`src/rtl/day_3_line_parser.sv`:
```
// day_3_line_parser: packs each ASCII line of decimal digits into one binary word,
// emitted on an AXI-stream master with the file's tlast carried to the final word.
module day_3_line_parser #(
    parameter int OUTPUTWIDTH = 64,
    parameter int MAX_DIGITS  = 19
) (
    input  logic                   clk,
    input  logic                   rst_n,
    input  logic [7:0]             s_axis_tdata,
    input  logic                   s_axis_tvalid,
    output logic                   s_axis_tready,
    input  logic                   s_axis_tlast,
    output logic [OUTPUTWIDTH-1:0] m_axis_tdata,
    output logic                   m_axis_tvalid,
    input  logic                   m_axis_tready,
    output logic                   m_axis_tlast,
    output logic                   bad_char_o,
    output logic                   overflow_o,
    output logic [15:0]            lines_o
);
    localparam int CW = $clog2(MAX_DIGITS + 1);
    localparam logic [CW-1:0] MAX_CNT = CW'(MAX_DIGITS);

    // log2(10) ~= 3.3219: the accumulator must hold MAX_DIGITS nines without wrapping
    if (MAX_DIGITS * 33219 > OUTPUTWIDTH * 10000) begin : g_width_check
        $error("OUTPUTWIDTH too narrow for MAX_DIGITS");
    end

    typedef enum logic {S_ACCUM, S_EMIT} state_t;
    state_t state, state_next;

    logic [OUTPUTWIDTH-1:0] acc, acc_next;
    logic [CW-1:0]          digit_cnt;
    logic accept, is_digit, is_lf, is_cr, digit_ok, end_line, emit_done;

    assign accept    = (state == S_ACCUM) && s_axis_tvalid;
    assign is_digit  = (s_axis_tdata >= 8'h30) && (s_axis_tdata <= 8'h39);
    assign is_lf     = s_axis_tdata == 8'h0A;
    assign is_cr     = s_axis_tdata == 8'h0D;
    assign digit_ok  = is_digit && (digit_cnt < MAX_CNT);
    assign acc_next  = digit_ok ? (acc << 3) + (acc << 1) + {{(OUTPUTWIDTH-4){1'b0}}, s_axis_tdata[3:0]} : acc;
    assign end_line  = accept && (s_axis_tlast || (is_lf && digit_cnt != '0));
    assign emit_done = (state == S_EMIT) && m_axis_tready;

    always_ff @(posedge clk or negedge rst_n) begin
        if (!rst_n) state <= S_ACCUM;
        else        state <= state_next;
    end

    always_comb begin
        state_next = state;
        if (state == S_ACCUM) state_next = end_line ? S_EMIT : S_ACCUM;
        else                  state_next = m_axis_tready ? S_ACCUM : S_EMIT;
    end

    always_comb begin
        s_axis_tready = state == S_ACCUM;
        m_axis_tvalid = state == S_EMIT;
    end

    always_ff @(posedge clk or negedge rst_n) begin
        if (!rst_n) begin
            acc          <= '0;
            digit_cnt    <= '0;
            m_axis_tdata <= '0;
            m_axis_tlast <= 1'b0;
            bad_char_o   <= 1'b0;
            overflow_o   <= 1'b0;
            lines_o      <= '0;
        end else begin
            if (emit_done) begin
                acc       <= '0;
                digit_cnt <= '0;
                lines_o   <= lines_o + 16'd1;
            end else if (accept) begin
                acc <= acc_next;
                if (digit_ok) digit_cnt <= digit_cnt + CW'(1);
            end
            if (end_line) begin
                m_axis_tdata <= acc_next;
                m_axis_tlast <= s_axis_tlast;
            end
            if (accept && is_digit && !digit_ok) overflow_o <= 1'b1;
            if (accept && !is_digit && !is_lf && !is_cr) bad_char_o <= 1'b1;
        end
    end
endmodule

```
`config.mk`:
```
export PLATFORM = sky130hd
export DESIGN_NAME = day_3_line_parser
export DESIGN_NICKNAME = d
export VERILOG_FILES = /design/src/rtl/day_3_line_parser.sv
export SDC_FILE = /design/constraint.sdc
export NUM_CORES = 1
export LEC_CHECK = 0
export CAP_MARGIN = 30
export CORE_UTILIZATION = 64
export CTS_BUF_LIST = sky130_fd_sc_hd__clkbuf_16
export DETAILED_ROUTE_END_ITERATION = 7
export PLACE_DENSITY = 0.92
export SYNTH_ARGS = -nofsm -noshare
export SYNTH_HDL_FRONTEND = slang
export SYNTH_SLANG_ARGS = --single-unit
```
`constraint.sdc`:
```
create_clock -name clk -period 6.2 [get_ports clk]
set_input_delay 0.93 -clock clk [delete_from_list [all_inputs] [get_ports clk]]
set_output_delay 0.93 -clock clk [all_outputs]
set_load 0.005 [all_outputs]
```
# Word level (Yosys, flattened, before mapping)
# Cells that the tools add are included.
[totals]
regBits = 153
input_bits = 13
output_inout_bits = 85
wordCells = 47
[op_classes]
add_sub_neg = 4
magnitude_cmp = 3
n_eq_ne = 2
n_mux = 9
bitwise = 1
n_reduce_logical = 20
[op_table]
columns = ["cell", "n"]
rows = [
  ["64-bit 2-to-1 mux", 3],
  ["64-bit by 4-bit adder with 64-bit output", 1],
  ["64-bit adder", 1],
  ["16-bit by 1-bit adder with 16-bit output (second input constant)", 1],
  ["8-bit by 4-bit == test with 1-bit output (second input constant)", 2],
  ["5-bit 2-to-1 mux", 3],
  ["1-bit logical AND", 11],
  ["8-bit by 6-bit greater-or-equal comparator with 1-bit output (second input constant)", 1],
  ["8-bit by 6-bit <= comparator with 1-bit output (second input constant)", 1],
  ["5-bit by 1-bit adder with 5-bit output (second input constant)", 1],
  ["5-bit less-than comparator (second input constant)", 1],
  ["5-bit nonzero test", 1],
  ["1-bit zero test", 4],
  ["2-bit nonzero test", 2],
  ["1-bit 2-to-1 mux", 3],
  ["2-bit AND reduction", 1],
  ["1-bit logical OR", 1],
  ["1-bit NOT", 1],
]

# Depth between registers and ports, before layout
# Gate-level depths: netlist of run 1.
[depth]
word_depth = 6
ltp_mapped = 16
depth_no_buf = 15

# Worst setup path before layout of run 1
# Ideal clock, no wire load.
[synth_path]
path_type = "input-to-reg"
from = "in s_axis_tdata[3]"
to = "reg m_axis_tdata[57]"
setup_time_ns = 0.119
arrival_time_ns = 3.944
required_ns = 6.081
path_slack_ns = 2.138
stages = 15
n_path_buf = 0
cell_sequence = "inv_1 fa_1 inv_1 ha_1 a211oi_1 o21ai_1 and3_4 a221o_1 a2111oi_4 nor2_2 o21ai_2 o21bai_1 xnor2_1 o211ai_1 o21a_1"
[synth_via]
elab_chain_cells = 4
word_cells_on_any_way = 10
cone_classes = "add/sub (1); order compare (2); eq/ne (1); mux (1); reduce/logical (5)"
[synth_rtl]
columns = ["item", "line", "text"]
rows = [
  ["from (decl)", "9", "input logic [7:0] s_axis_tdata,"],
  ["branches (longest 4 deep; another with 64-bit by 4-bit adder with 64-bit output)", "-", ""],
  ["to (signal assigned)", "80", "m_axis_tdata <= acc_next;"],
  ["to (decl)", "13", "output logic [OUTPUTWIDTH-1:0] m_axis_tdata,"],
]
# Parallel ways; which one is timed is not known.
# A chain may end at the register's enable or synchronous reset.

# Worst setup path after layout of run 1
[layout_path]
from = "in s_axis_tdata[3]"
to = "reg m_axis_tdata[60]"
# Same word-level chain as after synthesis.

==> qor.log, run 1 <==
qor: routing.antenna_left 0
qor: final_layout.layout.cells.most_common sky130_fd_sc_hd__dfrtp_1
qor: power_and_ir_drop.power_switching 709 µW
qor: sta.fmax 0.220 GHz
qor: floorplanning.starting_density 0.651
qor: cts.postCtsResizedCells 0
qor: final_layout.diodes 0
qor: flow_run.max-cap-violations 0
qor: sta.skew 15.3 ps
qor: sta.worst-slew-pin-transition 978 ps
qor: sta.final-hold-violation-count 0
qor: grt.first_global_vias 9466
qor: grt.global_route_wire_length_before_repair 47.1 mm
qor: floorplanning.design.core.area 16500 µm²
qor: power_and_ir_drop.pwr-share-comb 0.142
qor: cts.cts_inserted_buffers 17
qor: critical_path.crit_path_max_fanout 4
qor: power_and_ir_drop.pwr-share-clk 0.412
qor: cts.clk_transition_reported_paths 70 ps
qor: critical_path.critical_path.cell_chain clkdlybuf4s50_1 > inv_1 > fa_1 > fa_1 > nor2b_1 > o31ai_1 > a21oi_2 > a21boi_2 > o41ai_4 > a31oi_2 > o211a_4 > o21ai_4 > a31oi_1 > xor2_1 > o22ai_1
qor: yosys.mappedNetlistNets 1384
qor: critical_path.r2r_cells 14
qor: critical_path.endpoint_kind register
qor: cts.clock_insertion_delay_worst_skew 450 ps
qor: sta.timing.max_slew.rel_slack 0.348
qor: final_layout.area.sequential 3830 µm²
qor: routing.remaining_drc_errors 0
qor: critical_path.critical_path_source s_axis_tdata[3]
qor: grt.grt_remaining_overflow 0
qor: floorplanning.fp.dieArea 17300 µm²
qor: sta.whs 329 ps
qor: critical_path.critical_path_required 6520 ps
qor: final_layout.filler_cell_count 1161
qor: sta.grt_setup_unrepaired false
qor: final_layout.design.final.nets 1435
qor: routing.routed-via-count 9780
qor: placed_design.gp_routability_congestion 0.957
qor: yosys.synth-main-ff-cell sky130_fd_sc_hd__dfrtp_1
qor: routing.via_per_inst 6.40
qor: worst_hold_path.path_category_of_the_worst_min_delay_check input port to asynchronous set/reset pin
qor: critical_path.cp_slowest_cell sky130_fd_sc_hd__fa_1
qor: final_layout.share_of_final_layout_standard_cells_stronger_than_drive_strength_1 0.0520
qor: floorplanning.placementRows 47
qor: critical_path.regToRegSetupSlack 2240 ps
qor: power_and_ir_drop.seqPwrFrac 0.446
qor: final_layout.syn_to_final_growth 15.2%
qor: grt.pin_count_of_the_biggest_net_entering_global_routing 111
qor: placed_design.dp.cells 1494
qor: power_and_ir_drop.maximum_ir_drop_on_the_vdd_rail 202 µV
qor: power_and_ir_drop.switching_share 0.283
qor: critical_path.critPathKind input port to register
qor: placed_design.dp_hpwl 19.6 mm
qor: routing.wl_per_cell 18.4 µm
qor: cts.tritoncts done
qor: sta.report.final.setup_viol 0
qor: sta.drv_slew 0
qor: routing.postRouteWirelength 28.2 mm
qor: yosys.syn-cell-area 10800 µm²
qor: final_layout.most-common-layout-cells sky130_fd_sc_hd__dfrtp_1, sky130_fd_sc_hd__nand2_1, sky130_fd_sc_hd__ha_1
qor: critical_path.worst-endpoint-arrival 4870 ps
qor: power_and_ir_drop.power_report.internal_total 1.79 mW
qor: cts.clock_tree.buffer_depth 2
qor: routing.drt-initial-drc-count 847
qor: yosys.post_synth_inst_count 1244
qor: power_and_ir_drop.power.static_leakage 5.88 nW
qor: cts.cts_post_setup_buffers_inserted 0
qor: floorplanning.chipWidth 132 µm
qor: yosys.average_size_of_a_mapped_cell 8.65 µm²
qor: routing.drtPass1Iterations 5
qor: critical_path.critPathMaxStageDelay 530 ps
qor: cts.cts.sink_count 153
qor: yosys.postSynth.asyncResetShare 1.00
qor: yosys.synth.distinct_cells 67
qor: power_and_ir_drop.total_power_consumption_of_the_routed_design 2.50 mW
qor: final_layout.utilization 0.750
qor: outcome.outcome finished, final reports clean
qor: sta.fin_crit 4550 ps
qor: cts.root_buffer sky130_fd_sc_hd__clkbuf_16
qor: final_layout.multi_input_area 6560 µm²
qor: power_and_ir_drop.cellPowerDensity 202 nW/µm²
qor: placed_design.port_buffers 97
qor: cts.cts_hold_buffers 0
qor: sta.fin_setup_tns 0 ps
qor: yosys.synth.ff_latch_count 153
qor: grt.globalRouteTotalUtil 0.338
qor: floorplanning.pin_count 98
qor: critical_path.critical_r2r_capture m_axis_tdata[60]
qor: sta.final.period_utilization 0.734
qor: yosys.number_of_flops_mapped_to_enable_cells_by_yosys 0
qor: grt.antenna_found_initial 0
qor: critical_path.crit_top_cell sky130_fd_sc_hd__fa_1
qor: critical_path.worst_r2r_startpoint acc[0]
qor: floorplanning.die_y 132 µm
qor: yosys.yosys_warnings 0
qor: critical_path.critPathLaunchType input port
qor: final_layout.layoutNonFillerInstCount 1528
qor: yosys.synth_sequential_area_ratio 0.356
qor: cts.htree_levels 4
## critical path, delay by kind of cell
family                   cells  cell delay [ps]
AO/OA/AOI/OAI                9             1960
adder cells (fa/ha/maj)      2             1010
XOR/XNOR                     1              220
AND/OR/NAND/NOR              1              180
buffers and inverters        2              570
## synth_stat cells (6+ instances only)
library cell | number | area (µm²)
sky130_fd_sc_hd__xnor2_1 | 44 | 385
sky130_fd_sc_hd__inv_1 | 22 | 82.6
sky130_fd_sc_hd__nor3_1 | 7 | 35.0
sky130_fd_sc_hd__ha_1 | 125 | 1560
sky130_fd_sc_hd__o21ai_1 | 19 | 95.1
sky130_fd_sc_hd__nand4_1 | 23 | 144
sky130_fd_sc_hd__o31ai_1 | 8 | 60.1
sky130_fd_sc_hd__dfrtp_1 | 153 | 3830
sky130_fd_sc_hd__and2_1 | 6 | 37.5
sky130_fd_sc_hd__o21bai_1 | 12 | 90.1
sky130_fd_sc_hd__nand2_1 | 138 | 518
sky130_fd_sc_hd__a21oi_1 | 119 | 596
sky130_fd_sc_hd__buf_2 | 9 | 45.0
sky130_fd_sc_hd__nor2_1 | 110 | 413
sky130_fd_sc_hd__o21ai_0 | 113 | 566
sky130_fd_sc_hd__a31oi_1 | 12 | 75.1
sky130_fd_sc_hd__o21a_1 | 13 | 97.6
sky130_fd_sc_hd__clkbuf_1 | 61 | 229
sky130_fd_sc_hd__xor2_1 | 33 | 289
sky130_fd_sc_hd__nand3_1 | 64 | 320
sky130_fd_sc_hd__nor2b_1 | 7 | 43.8
sky130_fd_sc_hd__a22o_1 | 9 | 78.8
sky130_fd_sc_hd__a211oi_1 | 10 | 75.1
sky130_fd_sc_hd__a21o_1 | 39 | 293
sky130_fd_sc_hd__o211ai_1 | 8 | 60.1
sky130_fd_sc_hd__and3_1 | 11 | 68.8
## sequential cells by signal, indices dropped and copies added (netlist names)
name	flops
bad_char_o	1
overflow_o	1
m_axis_tvalid	1
m_axis_tlast	1
acc	64
lines_o	16
m_axis_tdata	64
digit_cnt	5
## metal layers
| layer | vias up | part of all wire | global-route usage |
|---|---|---|---|
| met3 | 74 | 0.065 | 0.0633 |
| met5 | - | 0 | 0 |
| met2 | 428 | 0.48 | 0.551 |
| met1 | 4702 | 0.42 | 0.437 |
| met4 | 0 | 0.031 | 0.149 |
| li1 | 4576 | - | - |
## how the worst max path moves through the flow
stage                        to
2_1_floorplan  m_axis_tdata[57]
3_3_place_gp   m_axis_tdata[60]
3_5_place_dp   m_axis_tdata[60]
4_1_cts        m_axis_tdata[60]
5_1_grt        m_axis_tdata[60]
6_report       m_axis_tdata[60]
## through the flow
step | instance area [µm²] | setup slack [ps]
3_3_place_gp | 11800 | 1380
2_1_floorplan | 10800 | 2140
4_1_cts | 12400 | 1670
6_report | 12400 | 1650
3_5_place_dp | 11800 | 1220
5_1_grt | 12400 | 1450
## power groups by stage
stage	Clock, mW	Sequential [mW]	Combinational (mW)
finish	1.03	1.12	0.355
global placement	0	1.13	0.336
global route	1.08	1.12	0.387
floorplan	0	1.13	0.155
CTS	1.03	1.11	0.352
detailed placement	0	1.13	0.349
## layout make-up
type,count,share of cell area
clock buffer,17,0.0343
clock inverter,15,0.0115
inverter,22,0.00666
multi-input combinational,994,0.529
sequential,153,0.309
tap,220,0.0222
timing repair buffer,107,0.0871
## cell families after synthesis
logic type / share of synthesized area
AO/OA/AOI/OAI: 0.232
multiplexers: 0.00105
AND/OR/NAND/NOR: 0.164
buffers and inverters: 0.0354
XOR/XNOR: 0.0627
flip-flops: 0.356
adder cells (fa/ha/maj): 0.149
Note: power is estimated with default switching activity, not from simulation.
==> run 2, diff against run 1 <==
Settings changed: CORE_UTILIZATION 64 to 53, PLACE_DENSITY 0.92 to 0.82.
Clock period 6.2 ns to 4 ns, I/O delays scaled along.
==> run 2 against run 1 <==
Against the previous run:
- flip-flop and latch count unchanged
- critical path type unchanged
- sequential power is 54% higher
- largest power group unchanged
- design area is 3.3% higher
==> qor.log, run 2 (same netlist as run 1, synthesis figures left out) <==
qor: outcome.outcome finished, final reports clean
qor: critical_path.critical_r2r_capture m_axis_tdata[57]
qor: cts.root_buffer sky130_fd_sc_hd__clkbuf_16
qor: cts.clock_insertion_delay_worst_skew 440 ps [about the same]
qor: critical_path.crit_path_max_fanout 4 [unchanged]
qor: placed_design.port_buffers 97 [unchanged]
qor: critical_path.critical_path_buf_inv_count 3 [+1]
qor: critical_path.critical_path_required 4330 ps [-2190 ps]
qor: final_layout.design.final.nets 1472 [+2.6%]
qor: sta.timing.max_slew.rel_slack 0.457 [+0.109]
qor: grt.first_global_vias 9368 [-1.0%]
qor: routing.drt-initial-drc-count 828 [-2.2%]
qor: critical_path.critical_path.cell_chain clkdlybuf4s50_1 > inv_1 > fa_2 > inv_2 > ha_4 > a211oi_4 > o21ai_2 > and3_4 > a221o_1 > a2111oi_4 > nor2_4 > o21ai_2 > o21bai_1 > xnor2_1 > o211ai_1 > o21a_1
qor: sta.final-hold-violation-count 0 [unchanged]
qor: routing.routed-via-count 9758 [-0.22%]
qor: grt.grt_remaining_overflow 0 [unchanged]
qor: sta.fmax 0.260 GHz
qor: grt.globalRouteTotalUtil 0.289 [-0.0483]
qor: final_layout.most-common-layout-cells sky130_fd_sc_hd__dfrtp_1, sky130_fd_sc_hd__nand2_1, sky130_fd_sc_hd__ha_1
qor: cts.clock_tree.buffer_depth 2 [unchanged]
qor: cts.clk_transition_reported_paths 70 ps [about the same]
qor: critical_path.r2r_cells 15 [+1]
qor: cts.tritoncts done
qor: final_layout.final_cell_area 12800 µm² [+3.3%]
qor: routing.via_per_inst 6.06 [-5.3%]
qor: final_layout.utilization 0.652 [-0.0983]
qor: critical_path.cp_slowest_cell sky130_fd_sc_hd__fa_2
qor: placed_design.dp_hpwl 20.8 mm [+6.5%]
qor: grt.antenna_found_initial 0 [unchanged]
qor: critical_path.crit_top_cell sky130_fd_sc_hd__o21ai_2
qor: critical_path.critPathLaunchType input port
qor: critical_path.critPathMaxStageDelay 570 ps [+40 ps]
qor: routing.drtPass1Iterations 5 [unchanged]
qor: critical_path.cpLargestDelayFamily compound AO/OA/AOI/OAI gates
qor: grt.global_route_wire_length_before_repair 47.0 mm [-0.32%]
qor: sta.report.final.setup_viol 0 [unchanged]
qor: power_and_ir_drop.cellPowerDensity 309 nW/µm² [+53%]
qor: power_and_ir_drop.power.static_leakage 6.06 nW [+3.1%]
qor: final_layout.biggestRegsByFlops acc: 64 flops, m_axis_tdata: 64 flops, lines_o: 16 flops
qor: floorplanning.fp.dieArea 20900 µm² [+20%]
qor: critical_path.critical_path_source s_axis_tdata[3]
qor: floorplanning.placementRows 51 [+8.5%]
qor: power_and_ir_drop.maximum_ir_drop_on_the_vdd_rail 287 µV [+42%]
qor: sta.fin_crit 3840 ps
qor: floorplanning.chipWidth 144 µm [+9.7%]
qor: cts.cts.sink_count 153 [unchanged]
qor: critical_path.worst-endpoint-arrival 4170 ps [-700 ps]
qor: cts.cts_inserted_buffers 17 [unchanged]
qor: final_layout.layout.cells.most_common sky130_fd_sc_hd__dfrtp_1
qor: routing.remaining_drc_errors 0 [unchanged]
qor: sta.grt_setup_unrepaired true
qor: final_layout.syn_to_final_growth 19.0%
qor: floorplanning.pin_count 98 [unchanged]
qor: routing.antenna_left 0 [unchanged]
qor: routing.postRouteWirelength 28.9 mm [+2.7%]
qor: placed_design.gp_routability_congestion 0.934 [-2.4%]
qor: floorplanning.design.core.area 19700 µm² [+19%]
qor: final_layout.share_of_final_layout_standard_cells_stronger_than_drive_strength_1 0.0855 [+0.0335]
qor: critical_path.regToRegSetupSlack 340 ps [-1900 ps]
qor: critical_path.critPathKind input port to register
qor: floorplanning.die_y 144 µm [+9.7%]
qor: worst_hold_path.path_category_of_the_worst_min_delay_check input port to asynchronous set/reset pin
qor: power_and_ir_drop.total_power_consumption_of_the_routed_design 3.96 mW [+58%]
qor: routing.wl_per_cell 18.0 µm [-2.5%]
qor: critical_path.endpoint_kind register
qor: sta.skew 16.4 ps [+1.10 ps]
qor: critical_path.worst_r2r_startpoint acc[2]
qor: sta.worst-slew-pin-transition 811 ps [-166 ps]
qor: floorplanning.starting_density 0.547 [-0.104]
qor: sta.drv_slew 0 [unchanged]
qor: final_layout.diodes 0 [unchanged]
qor: cts.htree_levels 4 [unchanged]
qor: flow_run.max-cap-violations 0 [unchanged]
qor: grt.pin_count_of_the_biggest_net_entering_global_routing 82 [-26%]
qor: placed_design.placed_area 12100 µm² [+2.9%]
qor: sta.final.period_utilization 0.960
[run 2: cell count changes in the layout (fill, tap and decap cells not counted), sizes merged]
| cell | before | now |
|---|---|---|
| clkinv | 6 | 7 |
| buf | 11 | 48 |
| inv | 29 | 27 |
| bufinv | 1 | 2 |
[run 2: worst max-delay path by stage]
| stage | to | slack (ps) | depth (start not counted) |
|---|---|---|---|
| global route | m_axis_tdata[57] | -30 | 16 |
| CTS | m_axis_tdata[57] | 10 | 16 |
| detailed placement | m_axis_tdata[59] | -480 | 16 |
| floorplan | m_axis_tdata[57] | 270 | 15 |
| global placement | m_axis_tdata[59] | -400 | 16 |
| finish | m_axis_tdata[57] | 160 | 16 |
[run 2: worst register-to-register path, cell delays in order, from the launching register on]
cell                        delay [ps]
sky130_fd_sc_hd__dfrtp_1           390
sky130_fd_sc_hd__inv_1              90
sky130_fd_sc_hd__fa_2              610
sky130_fd_sc_hd__inv_2              50
sky130_fd_sc_hd__ha_4              250
sky130_fd_sc_hd__a211oi_4          250
sky130_fd_sc_hd__o21ai_2            90
sky130_fd_sc_hd__and3_4            180
sky130_fd_sc_hd__a221o_1           380
sky130_fd_sc_hd__a2111oi_4         420
sky130_fd_sc_hd__nor2_4            100
sky130_fd_sc_hd__o21ai_2           180
sky130_fd_sc_hd__o21bai_1          100
sky130_fd_sc_hd__xnor2_1           210
sky130_fd_sc_hd__o211ai_1          110
sky130_fd_sc_hd__o21a_1            140
[run 2: metrics by stage]
step / worst slack, ps / std cells / hold WS, ps / setup TNS [ps]
2_1_floorplan: 268 / 1244 / 304 / 0
3_3_place_gp: -398 / 1575 / 451 / -13630
3_5_place_dp: -480 / 1576 / 466 / -18010
4_1_cts: 11.9 / 1608 / 234 / 0
5_1_grt: -27.5 / 1610 / 277 / -55.6
6_report: 159 / 1610 / 205 / 0
[run 2: timing repair]
item / 4_1_cts / 5_1_grt
resized for setup: 2 / 11
pin swaps: 0 / 13
setup buffers: 0 / 2
setup endpoints to repair: 5 / 36
hold buffers: 0 / 0
[run 2: final cells by class]
cell class / count / area [µm²]
Clock inverter: 15 / 164
Timing Repair Buffer: 144 / 1350
Multi-Input combinational cell: 994 / 6630
Clock buffer: 17 / 425
Fill cell: 1647 / 6850
Inverter: 22 / 82.6
Tap cell: 265 / 332
Sequential cell: 153 / 3830
[run 2: power breakdown]
| group | internal (mW) | switching [mW] | total (mW) |
|---|---|---|---|
| clock network | 0.930 | 0.729 | 1.66 |
| logic | 0.283 | 0.294 | 0.577 |
| registers | 1.64 | 0.0857 | 1.73 |
[run 2: layer usage]
metal	GRT usage	vias up	wire length, µm
li1	-	4649	-
met1	0.375	4712	12700
met2	0.483	343	13900
met3	0.0404	54	1550
met4	0.121	0	778
met5	0	-	0
